--- src/rtl/exec_writeback_stage_pkg.sv ---
// exec_writeback_stage_pkg: opcode encoding, FUNC codes and writeback FSM states.
package exec_writeback_stage_pkg;
  typedef enum logic [2:0] {
    opADD = 3'd0,
    opSUB = 3'd1,
    opSEI = 3'd2,
    opCEQ = 3'd3,
    opCLT = 3'd4,
    opLW  = 3'd5,
    opSW  = 3'd6,
    opO   = 3'd7
  } op_mne;
  localparam logic [2:0] FN_AND = 3'd0;
  localparam logic [2:0] FN_OR  = 3'd1;
  localparam logic [2:0] FN_XOR = 3'd2;
  localparam logic [2:0] FN_NOT = 3'd3;
  localparam logic [2:0] FN_SHL = 3'd4;
  localparam logic [2:0] FN_SHR = 3'd5;
  localparam logic [2:0] FN_ROL = 3'd6;
  localparam logic [2:0] FN_ROR = 3'd7;
  typedef enum logic [1:0] {IDLE, MEM, LOAD_WB} wb_state_t;
  function automatic logic writes_rf(input logic [2:0] op);
    return op inside {opADD, opSUB, opSEI, opO, opLW};
  endfunction
endpackage

--- src/rtl/exec_writeback_stage.sv ---
// exec_writeback_stage: registers ALU results, runs LW/SW memory handshake with timeout,
// drives the register-file write port and holds the architectural FLAG/OVERFLOW.
module exec_writeback_stage
  import exec_writeback_stage_pkg::*;
#(
  parameter int REG_AW      = 3,
  parameter int MEM_TIMEOUT = 15
) (
  input  logic              CLK,
  input  logic              RESET_N,
  input  logic              IN_VALID,
  output logic              IN_READY,
  input  logic [2:0]        OP,
  input  logic [2:0]        FUNC,
  input  logic [REG_AW-1:0] DEST,
  input  logic [7:0]        ALU_OUT,
  input  logic              ALU_FLAG,
  input  logic              ALU_OVF,
  input  logic [7:0]        STORE_DATA,
  output logic              MEM_REQ,
  output logic              MEM_WE,
  output logic [7:0]        MEM_ADDR,
  output logic [7:0]        MEM_WDATA,
  input  logic              MEM_ACK,
  input  logic [7:0]        MEM_RDATA,
  output logic              RF_WE,
  output logic [REG_AW-1:0] RF_WADDR,
  output logic [7:0]        RF_WDATA,
  output logic              FLAG_Q,
  output logic              OVERFLOW_Q,
  output logic              ERR_Q
);
  localparam int CW = $clog2(MEM_TIMEOUT + 1);
  wb_state_t         state_q, state_d;
  logic [CW-1:0]     cnt_q, cnt_d;
  logic              we_q, we_d, rf_we_q, rf_we_d, flag_q, flag_d, ovf_q, ovf_d, err_q, err_d;
  logic [7:0]        addr_q, addr_d, wdata_q, wdata_d, rf_wdata_q, rf_wdata_d;
  logic [REG_AW-1:0] rf_waddr_q, rf_waddr_d;
  logic              accept, is_mem, timeout, unused_func;
  assign unused_func = ^FUNC;
  assign accept  = IN_VALID && state_q == IDLE;
  assign is_mem  = OP == opLW || OP == opSW;
  assign timeout = cnt_q == CW'(MEM_TIMEOUT - 1);
  always_comb begin
    state_d    = state_q;
    cnt_d      = cnt_q;
    we_d       = we_q;
    addr_d     = addr_q;
    wdata_d    = wdata_q;
    rf_we_d    = 1'b0;
    rf_waddr_d = rf_waddr_q;
    rf_wdata_d = rf_wdata_q;
    flag_d     = flag_q;
    ovf_d      = ovf_q;
    err_d      = err_q;
    case (state_q)
      IDLE: if (accept) begin
        rf_waddr_d = writes_rf(OP) ? DEST : rf_waddr_q;
        flag_d     = (OP == opCEQ || OP == opCLT) ? ALU_FLAG : flag_q;
        ovf_d      = (OP == opADD || OP == opSUB || OP == opO) ? ALU_OVF : ovf_q;
        if (is_mem) begin
          state_d = MEM;
          addr_d  = ALU_OUT;
          wdata_d = STORE_DATA;
          we_d    = OP == opSW;
          cnt_d   = '0;
        end else begin
          rf_we_d    = writes_rf(OP);
          rf_wdata_d = writes_rf(OP) ? ALU_OUT : rf_wdata_q;
        end
      end
      MEM: begin
        cnt_d = cnt_q + 1'b1;
        // ACK takes priority over a simultaneous timeout
        if (MEM_ACK || timeout) begin
          state_d    = we_q ? IDLE : LOAD_WB;
          rf_we_d    = !we_q;
          rf_wdata_d = we_q ? rf_wdata_q : (MEM_ACK ? MEM_RDATA : 8'h00);
          err_d      = err_q | !MEM_ACK;
          we_d       = 1'b0;
        end
      end
      default: state_d = IDLE;
    endcase
  end
  always_ff @(posedge CLK or negedge RESET_N) begin
    if (!RESET_N) begin
      state_q    <= IDLE;
      cnt_q      <= '0;
      we_q       <= 1'b0;
      addr_q     <= '0;
      wdata_q    <= '0;
      rf_we_q    <= 1'b0;
      rf_waddr_q <= '0;
      rf_wdata_q <= '0;
      flag_q     <= 1'b0;
      ovf_q      <= 1'b0;
      err_q      <= 1'b0;
    end else begin
      state_q    <= state_d;
      cnt_q      <= cnt_d;
      we_q       <= we_d;
      addr_q     <= addr_d;
      wdata_q    <= wdata_d;
      rf_we_q    <= rf_we_d;
      rf_waddr_q <= rf_waddr_d;
      rf_wdata_q <= rf_wdata_d;
      flag_q     <= flag_d;
      ovf_q      <= ovf_d;
      err_q      <= err_d;
    end
  end
  assign IN_READY   = state_q == IDLE;
  assign MEM_REQ    = state_q == MEM;
  assign MEM_WE     = we_q && state_q == MEM;
  assign MEM_ADDR   = addr_q;
  assign MEM_WDATA  = wdata_q;
  assign RF_WE      = rf_we_q;
  assign RF_WADDR   = rf_waddr_q;
  assign RF_WDATA   = rf_wdata_q;
  assign FLAG_Q     = flag_q;
  assign OVERFLOW_Q = ovf_q;
  assign ERR_Q      = err_q;
endmodule

--- config.mk ---
export PLATFORM = sky130hd
export DESIGN_NAME = exec_writeback_stage
export DESIGN_NICKNAME = d
export VERILOG_FILES = /design/src/rtl/exec_writeback_stage_pkg.sv /design/src/rtl/exec_writeback_stage.sv
export SDC_FILE = /design/constraint.sdc
export NUM_CORES = 1
export LEC_CHECK = 0
export BUFFER_PORTS_ARGS = -buffer_cell sky130_fd_sc_hd__buf_2
export CAP_MARGIN = 20
export CORE_MARGIN = 3
export CORE_UTILIZATION = 42
export CTS_BUF_LIST = sky130_fd_sc_hd__clkbuf_16
export DETAILED_ROUTE_END_ITERATION = 7
export GPL_ROUTABILITY_DRIVEN = 0
export PLACE_DENSITY = 0.75
export SLEW_MARGIN = 20
export SYNTH_ARGS = -nofsm -noshare
export SYNTH_HDL_FRONTEND = slang
export SYNTH_SLANG_ARGS = --single-unit
--- constraint.sdc ---
create_clock -name CLK -period 1.6 [get_ports CLK]
set_input_delay 0.32 -clock CLK [delete_from_list [all_inputs] [get_ports CLK]]
set_output_delay 0.32 -clock CLK [all_outputs]
set_load 0.01 [all_outputs]
* Yosys cells after proc, flatten, opt, wreduce, memory -nomap -nowiden
Cells that the tools add are included.
Word-level totals: output and inout port bits 34, logic and storage cells 73, bits in registers 38
Operators by class: eq/ne operators 15, bitwise operators 1, add/sub/neg operators 1, reductions and logical operators 22, mux-type cells 23
Operator list (count):
- 8-bit 2-to-1 mux | 6
- 3-bit AND reduction | 6
- 8-bit case mux with 2 select lines | 1
- 3-bit == test (second input constant) | 4
- 2-bit 2-to-1 mux | 4
- 4-bit 2-to-1 mux | 2
- 2-bit by 1-bit inequality test with 1-bit output (second input constant) | 4
- 4-bit case mux with 2 select lines | 1
- 3-bit by 2-bit == test with 1-bit output (second input constant) | 2
- 1-bit 2-to-1 mux | 6
- 6-bit AND reduction | 1
- 1-bit logical OR | 5
- 5-bit nonzero test | 1
- 4-bit by 1-bit adder with 4-bit output (second input constant) | 1
- 4-bit == test (second input constant) | 1
- 2-bit inequality test (second input constant) | 2
- 1-bit case mux with 2 select lines | 2
- 2-bit case mux with 2 select lines | 1
- 4-bit AND reduction | 1
- 3-bit by 1-bit == test with 1-bit output (second input constant) | 1
- 3-bit logical NOT | 1
- 2-bit by 1-bit == test with 1-bit output (second input constant) | 1
- 1-bit logical AND | 2
- 1-bit logical NOT | 2
- 4 further kinds | 4

* Depth between registers and ports, before layout
Gate-level depths: netlist of the first run.
depth after elaboration 6, depth in mapped cells 7, gate-level depth less buffers 6

* Worst setup path before layout of the first run
OpenSTA, ideal clock, no wires.
kind reg-to-reg, from register state_q[1], to register rf_wdata_q[6], in the netlist RF_WDATA[6], data arrival time 1.524 ns, data required time 1.518 ns, path slack -0.006 ns, cell stages (with the launch flop) 6, cell sequence dfrtp_1 -> or3b_4 -> o32ai_4 -> buf_6 -> nor2_1 -> a31oi_1
Between the ends: word-level cells in the longest chain between the ends 4
Ends and longest elaborated chain:
- from (decl) | RTL line exec_writeback_stage.sv:34 | wb_state_t state_q, state_d;
- from (signal assigned) | RTL line exec_writeback_stage.sv:100 | state_q <= state_d;
- 2-bit logical NOT | RTL line exec_writeback_stage.sv:41, exec_writeback_stage.sv:56
- 1-bit logical AND | RTL line exec_writeback_stage.sv:41 | assign accept = IN_VALID && state_q == IDLE;
- 2-bit by 1-bit inequality test with 1-bit output (no source line)
- 6-bit AND reduction (no source line)
- to (signal assigned) | RTL line exec_writeback_stage.sv:107 | rf_wdata_q <= rf_wdata_d;
- to (decl) | RTL line exec_writeback_stage.sv:37 | logic [7:0] addr_q, addr_d, wdata_q, wdata_d, rf_wdata_q, rf_wdata_d;
Several ways; a longest one is shown, not always the timed one. A chain may end at the register's enable or synchronous reset.

* Final worst setup path of the first run
from register state_q[1], to register rf_wdata_q[1], in the netlist RF_WDATA[1]
Same word-level chain as after synthesis.

==> flow_metrics.py, run 1 <==
metrics = {
    "run_status": {
        "status": "finished, violations left",
        "failed_checks": "negative hold slack, negative setup slack",
    },
    "run": {
        "max-cap-violations": 0,
    },
    "placed_design": {
        "setup_slack_at_placement_ps": -12.8,
        "port_buffers": 69,
        "placedInstanceArea_mm2": 0.00219,
        "hpwl_um": 2990,
    },
    "floorplan": {
        "io-pin-count": 73,
        "design.die.area_mm2": 0.00486,
        "rows": 22,
        "dieHeight_um": 69.7,
        "floorplan.initialDensity_pct": 44.9,
        "die_outline_width_um": 69.7,
        "fp.coreArea_mm2": 0.00380,
    },
    "worst_setup_path": {
        "cpLargestDelayFamily": "simple AND/OR/NAND/NOR gates",
        "critPathArrivalTime_ps": 1790,
        "timing.reg2reg.worst_path_depth": 5,
        "timing.critical_path.from": "state_q[1]$_DFFE_PN0P_",
        "path_max_fanout": 17,
        "timing.reg2reg.setup_slack_ps": -0.4,
        "maximum_single_stage_delay_on_the_critical_path_ps": 450,
        "crit_chain": "or3b_4, o32ai_4, buf_12, nor2_4, a31oi_2",
        "crit_path_end": "RF_WDATA[1]$_DFFE_PN0P_",
        "timing.critical_path.to_type": "flip-flop",
        "critical_path.startpoint_type": "flip-flop",
        "cp_slowest_cell": "or3b_4",
        "worstReg2RegStart": "state_q[1]$_DFFE_PN0P_",
        "r2r_end": "RF_WDATA[1]$_DFFE_PN0P_",
        "worstPathRequired_ps": 1790,
        "crit_path_buf_inv_count": 1,
        "path_class": "reg2reg",
        "number_of_cells_on_the_critical_path": 5,
    },
    "yosys": {
        "net_count_synth": 193,
        "netlist.area_leader.share_pct": 55.7,
        "synth_warnings": 0,
        "synth-seq-area-share_pct": 55.7,
        "post_synth_instance_area_mm2": 0.00171,
        "avg_synthesized_cell_area_um2": 11.2,
        "synthArstFlopShare_pct": 100,
        "synth_most_common_cell": "dfrtp_1",
        "count_of_flip_flops_with_a_built_in_enable_after_synthesis": 0,
        "post_synth_main_area_contributors": "dfrtp_1, mux2_2, nand3_1, a31oi_1, nor2_1",
        "ys_dominant_reg_cell": "dfrtp_1",
        "synth_area_leader_cell": "dfrtp_1",
        "synth_seq_cells": 38,
        "synth_cells": 152,
        "ys_types": 30,
        "synth_commonest_cells": "dfrtp_1, mux2_2, nand3_1",
    },
    "power": {
        "vdd_drop_max_uv": 925,
        "power_density_mw_per_mm2": 1490,
        "leakage_nw": 1.16,
    },
    "timing": {
        "rsz0062_at_grt": "true",
        "finalHoldViolCount": 18,
        "report.final.slew_viol_count": 0,
        "relSlewSlack_pct": 68.6,
        "setup_violations": 1,
        "maxClockFrequency_mhz": 625,
        "clock_skews_ps": 3.81,
        "hold-worst-slack_ps": -9.17,
        "max_slew.worst_pin.slew_ps": 471,
        "layout_min_cycle_time_ps": 1600,
        "final.period_utilization_pct": 100,
        "post-route-worst-setup-slack_ps": -0.421,
    },
    "clocking": {
        "insertion_delay_ps": 280,
        "root_buffer": "clkbuf_16",
        "clock_edge_transition_at_the_registers_on_the_reported_setup_and_hold_paths_ps": 50,
        "clock_buffers_created_by_tritoncts": 5,
        "ctsHoldBuffers": 0,
        "clock_sink_count": 38,
        "cts_htree_levels": 2,
        "tritoncts": "yes",
        "cts_buffer_depth": 2,
    },
    "grt": {
        "grt_start_max_net_pins": 23,
        "grt_pass1_wl_um": 7030,
        "first_global_vias": 1471,
        "grt_util_all_layers_pct": 18.4,
        "antenna_found_initial": 0,
        "grt_remaining_overflow": 0,
    },
    "drt": {
        "drt_first_iter_violations": 43,
        "detail_route.vias_per_cell": 5.21,
        "drt_pass_1_iters": 4,
        "remaining_drc_errors": 0,
        "met2RoutedLength_um": 2100,
        "drt.antenna.violating_nets": 0,
        "drt-wirelength-per-cell_um": 14.8,
        "routedLengthMet1_um": 1680,
        "detail_route.wirelength_um": 4130,
        "met3_wirelength_um": 295,
        "dr.max_layer_used": "met4",
        "vias": 1460,
    },
    "layout": {
        "finish.net_count": 272,
        "finalCoreUtilization_pct": 62.8,
        "share_of_cells_above_drive_strength_1_pct": 50.4,
        "areaGrowthSynthToFinish_pct": 39.8,
        "antennaDiodeCount": 0,
        "final_cell_area_mm2": 0.00239,
    },
    "min_path": {
        "worst_min_delay_path_category": "in2async",
    },
}
## per-layer routing
| layer | global-route usage, % | up-vias |
|---|---|---|
| met3 | 6.52 | 6 |
| met2 | 30.8 | 56 |
| li1 | - | 699 |
| met4 | 5.32 | 0 |
| met1 | 22.3 | 699 |
| met5 | 0 | - |
## sequential cells by signal (all words and copies together) (netlist names)
name        cells
RF_WADDR        3
RF_WDATA        8
ERR_Q           1
we_q            1
state_q         2
FLAG_Q          1
cnt_q           4
RF_WE           1
OVERFLOW_Q      1
MEM_WDATA       8
MEM_ADDR        8
## stage by stage
stage                     std cells  total power, mW  TNS (ps)
after floorplan                 152             1.95         0
after global placement          272             2.39         0
after detailed placement        272             2.44     -12.8
after CTS                       280             3.58         0
after global routing            280             3.77      -265
final                           280             3.55    -0.421
## kinds of logic after synthesis
group           after synthesis  synth area share, %
compound gates               23                 9.60
xor+xnor                      3                 1.54
buf+inv                      12                 3.30
flops                        38                 55.7
fa+ha+maj                     2                 1.47
mux                          19                 12.5
simple gates                 55                 15.8
## how the worst min path moves through the flow
| stage | to | slack (ps) | startpoint | cells after the start |
|---|---|---|---|---|
| 2_1_floorplan | ERR_Q$_DFFE_PN0P_ | 20 | RESET_N | 0 |
| 3_3_place_gp | MEM_WDATA[4]$_DFFE_PN0P_ | 300 | RESET_N | 1 |
| 3_5_place_dp | MEM_WDATA[4]$_DFFE_PN0P_ | 300 | RESET_N | 1 |
| 4_1_cts | MEM_WDATA[0]$_DFFE_PN0P_ | 0.9 | RESET_N | 1 |
| 5_1_grt | MEM_WDATA[6]$_DFFE_PN0P_ | 20 | RESET_N | 1 |
| 6_report | MEM_WDATA[7]$_DFFE_PN0P_ | -9 | RESET_N | 1 |
## report_power, final
part           leakage (nW)  switching (mW)  internal [mW]
Combinational         0.627           0.512          0.518
Clock                0.0812           0.376          0.729
Sequential            0.456           0.168           1.25
## placed cells by master, fill, tap and decap left out, drive strengths merged, types with 3 or more instances in the layout
cell type	count
nor2	14
mux2	19
buf	81
dfrtp	38
nand2	13
clkbuf	5
and2	3
inv	4
o21ai	6
nand3	16
a31oi	9
## area by class of cell
cell class	instances	area [um2]
clock buffer	5	125
clock inverter	3	41.3
fill	321	1410
inverter	3	11.3
multi-input combinational	102	723
sequential	38	952
tap	48	60.1
timing repair buffer	81	473
## what timing repair did
item | CTS | global route
gates resized for setup | 5 | 3
buffers inserted | 0 | 0
endpoints found under the setup margin | 6 | 8
## worst register-to-register path: stages, from the launching register on
cell and delay (ps):
dfrtp_1 420, or3b_4 450, o32ai_4 250, buf_12 180
nor2_4 40, a31oi_2 170
Power figures use the tool's default switching activity.
==> inputs of run 2 (changes only) <==
PLACE_DENSITY = unset   (was 0.75)
PLACE_DENSITY_LB_ADDON = 0.15   (was unset)
==> run 2 against run 1 <==
Net effect: the run now ends clean; cell area down 1.1%; core utilization down 0.69 points; non-clock buffer count unchanged; clock skew up 0.74 ps; via count down 1.8%; clock power down 16%; combinational power about the same; die area unchanged; flip-flop and latch count unchanged; sequential share of layout area up 0.44 points; worst setup slack better by 37 ps.
==> flow_metrics.py, run 2 (synthesis results as in run 1) <==
metrics = {
    "layout": {
        "finish.net_count": 272,
        "mostFrequentLayoutCells": "buf_2, dfrtp_1, mux2_2, nand3_1, nor2_1",
        "post_layout_instance_count_excluding_filler_cells": 280,
        "share_of_cells_above_drive_strength_1_pct": 49.1,
        "layout.cells.most_common": "buf_2",
        "final_cell_area_mm2": 0.00236,
        "finalCoreUtilization_pct": 62.1,
        "nFillCells": 326,
        "areaGrowthSynthToFinish_pct": 38.3,
        "antennaDiodeCount": 0,
    },
    "timing": {
        "final.period_utilization_pct": 97.7,
        "setup_violations": 0,
        "relSlewSlack_pct": 72.4,
        "post-route-worst-setup-slack_ps": 36.3,
        "tns_ps": 0,
        "clock_skews_ps": 4.55,
        "report.final.slew_viol_count": 0,
        "max_slew.worst_pin.slew_ps": 415,
        "maxClockFrequency_mhz": 639,
        "rsz0062_at_grt": "true",
        "layout_min_cycle_time_ps": 1560,
        "hold-worst-slack_ps": 274,
        "finalHoldViolCount": 0,
    },
    "worst_setup_path": {
        "path_max_fanout": 17,
        "worstPathRequired_ps": 1790,
        "path_class": "reg2reg",
        "critPathArrivalTime_ps": 1750,
        "timing.critical_path.to_type": "flip-flop",
        "timing.reg2reg.setup_slack_ps": 40,
        "critical_path.startpoint_type": "flip-flop",
    },
    "clocking": {
        "root_buffer": "clkbuf_16",
        "tritoncts": "yes",
        "clock_buffers_created_by_tritoncts": 5,
        "cts_htree_levels": 2,
        "insertion_delay_ps": 270,
        "cts_buffer_depth": 2,
        "clock_sink_count": 38,
        "clock_edge_transition_at_the_registers_on_the_reported_setup_and_hold_paths_ps": 60,
    },
    "run": {
        "max-cap-violations": 0,
    },
    "floorplan": {
        "die_outline_width_um": 69.7,
        "io-pin-count": 73,
        "floorplan.initialDensity_pct": 44.9,
        "fp.coreArea_mm2": 0.00380,
        "dieHeight_um": 69.7,
        "design.die.area_mm2": 0.00486,
        "rows": 22,
    },
    "drt": {
        "drt_first_iter_violations": 20,
        "drt_pass_1_iters": 4,
        "detail_route.wirelength_um": 3890,
        "drt.antenna.violating_nets": 0,
        "remaining_drc_errors": 0,
        "vias": 1433,
        "routedLengthMet1_um": 1500,
        "dr.max_layer_used": "met4",
        "met3_wirelength_um": 298,
        "drt-wirelength-per-cell_um": 13.9,
        "detail_route.vias_per_cell": 5.12,
        "met2RoutedLength_um": 2070,
    },
    "power": {
        "intPower_mw": 2.34,
        "clkPwrFrac_pct": 27.5,
        "share_seq_of_total_power_pct": 42.2,
        "power.switching_fraction_pct": 30.2,
        "power_density_mw_per_mm2": 1420,
        "power.switching_mw": 1.01,
        "power_frac_comb_pct": 30.3,
        "report.power.total_mw": 3.35,
        "leakage_nw": 1.15,
        "vdd_drop_max_uv": 720,
    },
    "run_status": {
        "status": "completed",
    },
    "min_path": {
        "worst_min_delay_path_category": "in2reg",
    },
    "placed_design": {
        "port_buffers": 69,
        "setup_slack_at_placement_ps": 30.8,
        "hpwl_um": 2910,
        "placedInstanceArea_mm2": 0.00216,
        "post-place-cells": 268,
    },
    "grt": {
        "first_global_vias": 1528,
        "grt_pass1_wl_um": 6800,
        "grt_start_max_net_pins": 23,
        "antenna_found_initial": 0,
        "grt_remaining_overflow": 0,
        "grt_util_all_layers_pct": 17.4,
    },
}
-- run 2: cell types whose count changed in the layout (fill, tap and decap cells not counted), sizes merged --
cell         change
buf              -1
clkinv           +2
bufinv           -1
inv              -1
dlygate4sd3      +1
-- run 2: path summary, 6_finish.rpt --
| path | to | cells past startpoint | start |
|---|---|---|---|
| worst min-delay path | MEM_WDATA[6]$_DFFE_PN0P_ | 2 | STORE_DATA[6] |
| worst max-delay path | RF_WDATA[5]$_DFFE_PN0P_ | 5 | state_q[1]$_DFFE_PN0P_ |
| max in group asynchronous | RF_WDATA[5]$_DFFE_PN0P_ | 3 | RESET_N |
| worst max register to register | RF_WDATA[5]$_DFFE_PN0P_ | 5 | state_q[1]$_DFFE_PN0P_ |
| min in group asynchronous | MEM_WDATA[7]$_DFFE_PN0P_ | 2 | RESET_N |
| worst min register to register | ERR_Q$_DFFE_PN0P_ | 1 | ERR_Q$_DFFE_PN0P_ |
-- run 2: worst max-delay path: stages, from the launching register on --
cell and delay, ps:
dfrtp_1 420, or3b_4 450, o32ai_4 250, buf_12 180, nor2_1 40, a31oi_1 140
-- run 2: power by group through the flow --
stage / combinational (mW) / sequential [mW] / clock, mW
4_1_cts: 0.981 / 1.42 / 0.949
3_5_place_dp: 0.974 / 1.43 / 0
3_3_place_gp: 0.949 / 1.41 / 0
2_1_floorplan: 0.418 / 1.53 / 0
5_1_grt: 1.12 / 1.46 / 0.993
6_report: 1.02 / 1.42 / 0.922
-- run 2: area by class of cell --
class,instances,area [um2],share of cell area [%]
clock buffer,5,125,5.30
clock inverter,3,16.3,0.689
inverter,3,13.8,0.583
multi-input combinational,102,713,30.2
sequential,38,952,40.3
tap,48,60.1,2.55
timing repair buffer,81,479,20.3
-- run 2: routing by layer --
layer | GRT usage [%] | vias up
met1 | 19.0 | 694
met2 | 31.7 | 46
met5 | 0 | -
li1 | - | 691
met4 | 6.17 | 0
met3 | 5.07 | 2
-- run 2: timing repair --
action / CTS / global route
hold buffers: 1 / 0
buffers inserted: 0 / 3
resized for setup: 2 / 5
hold endpoints to repair: 16 / 0
endpoints found under the setup margin: 2 / 13
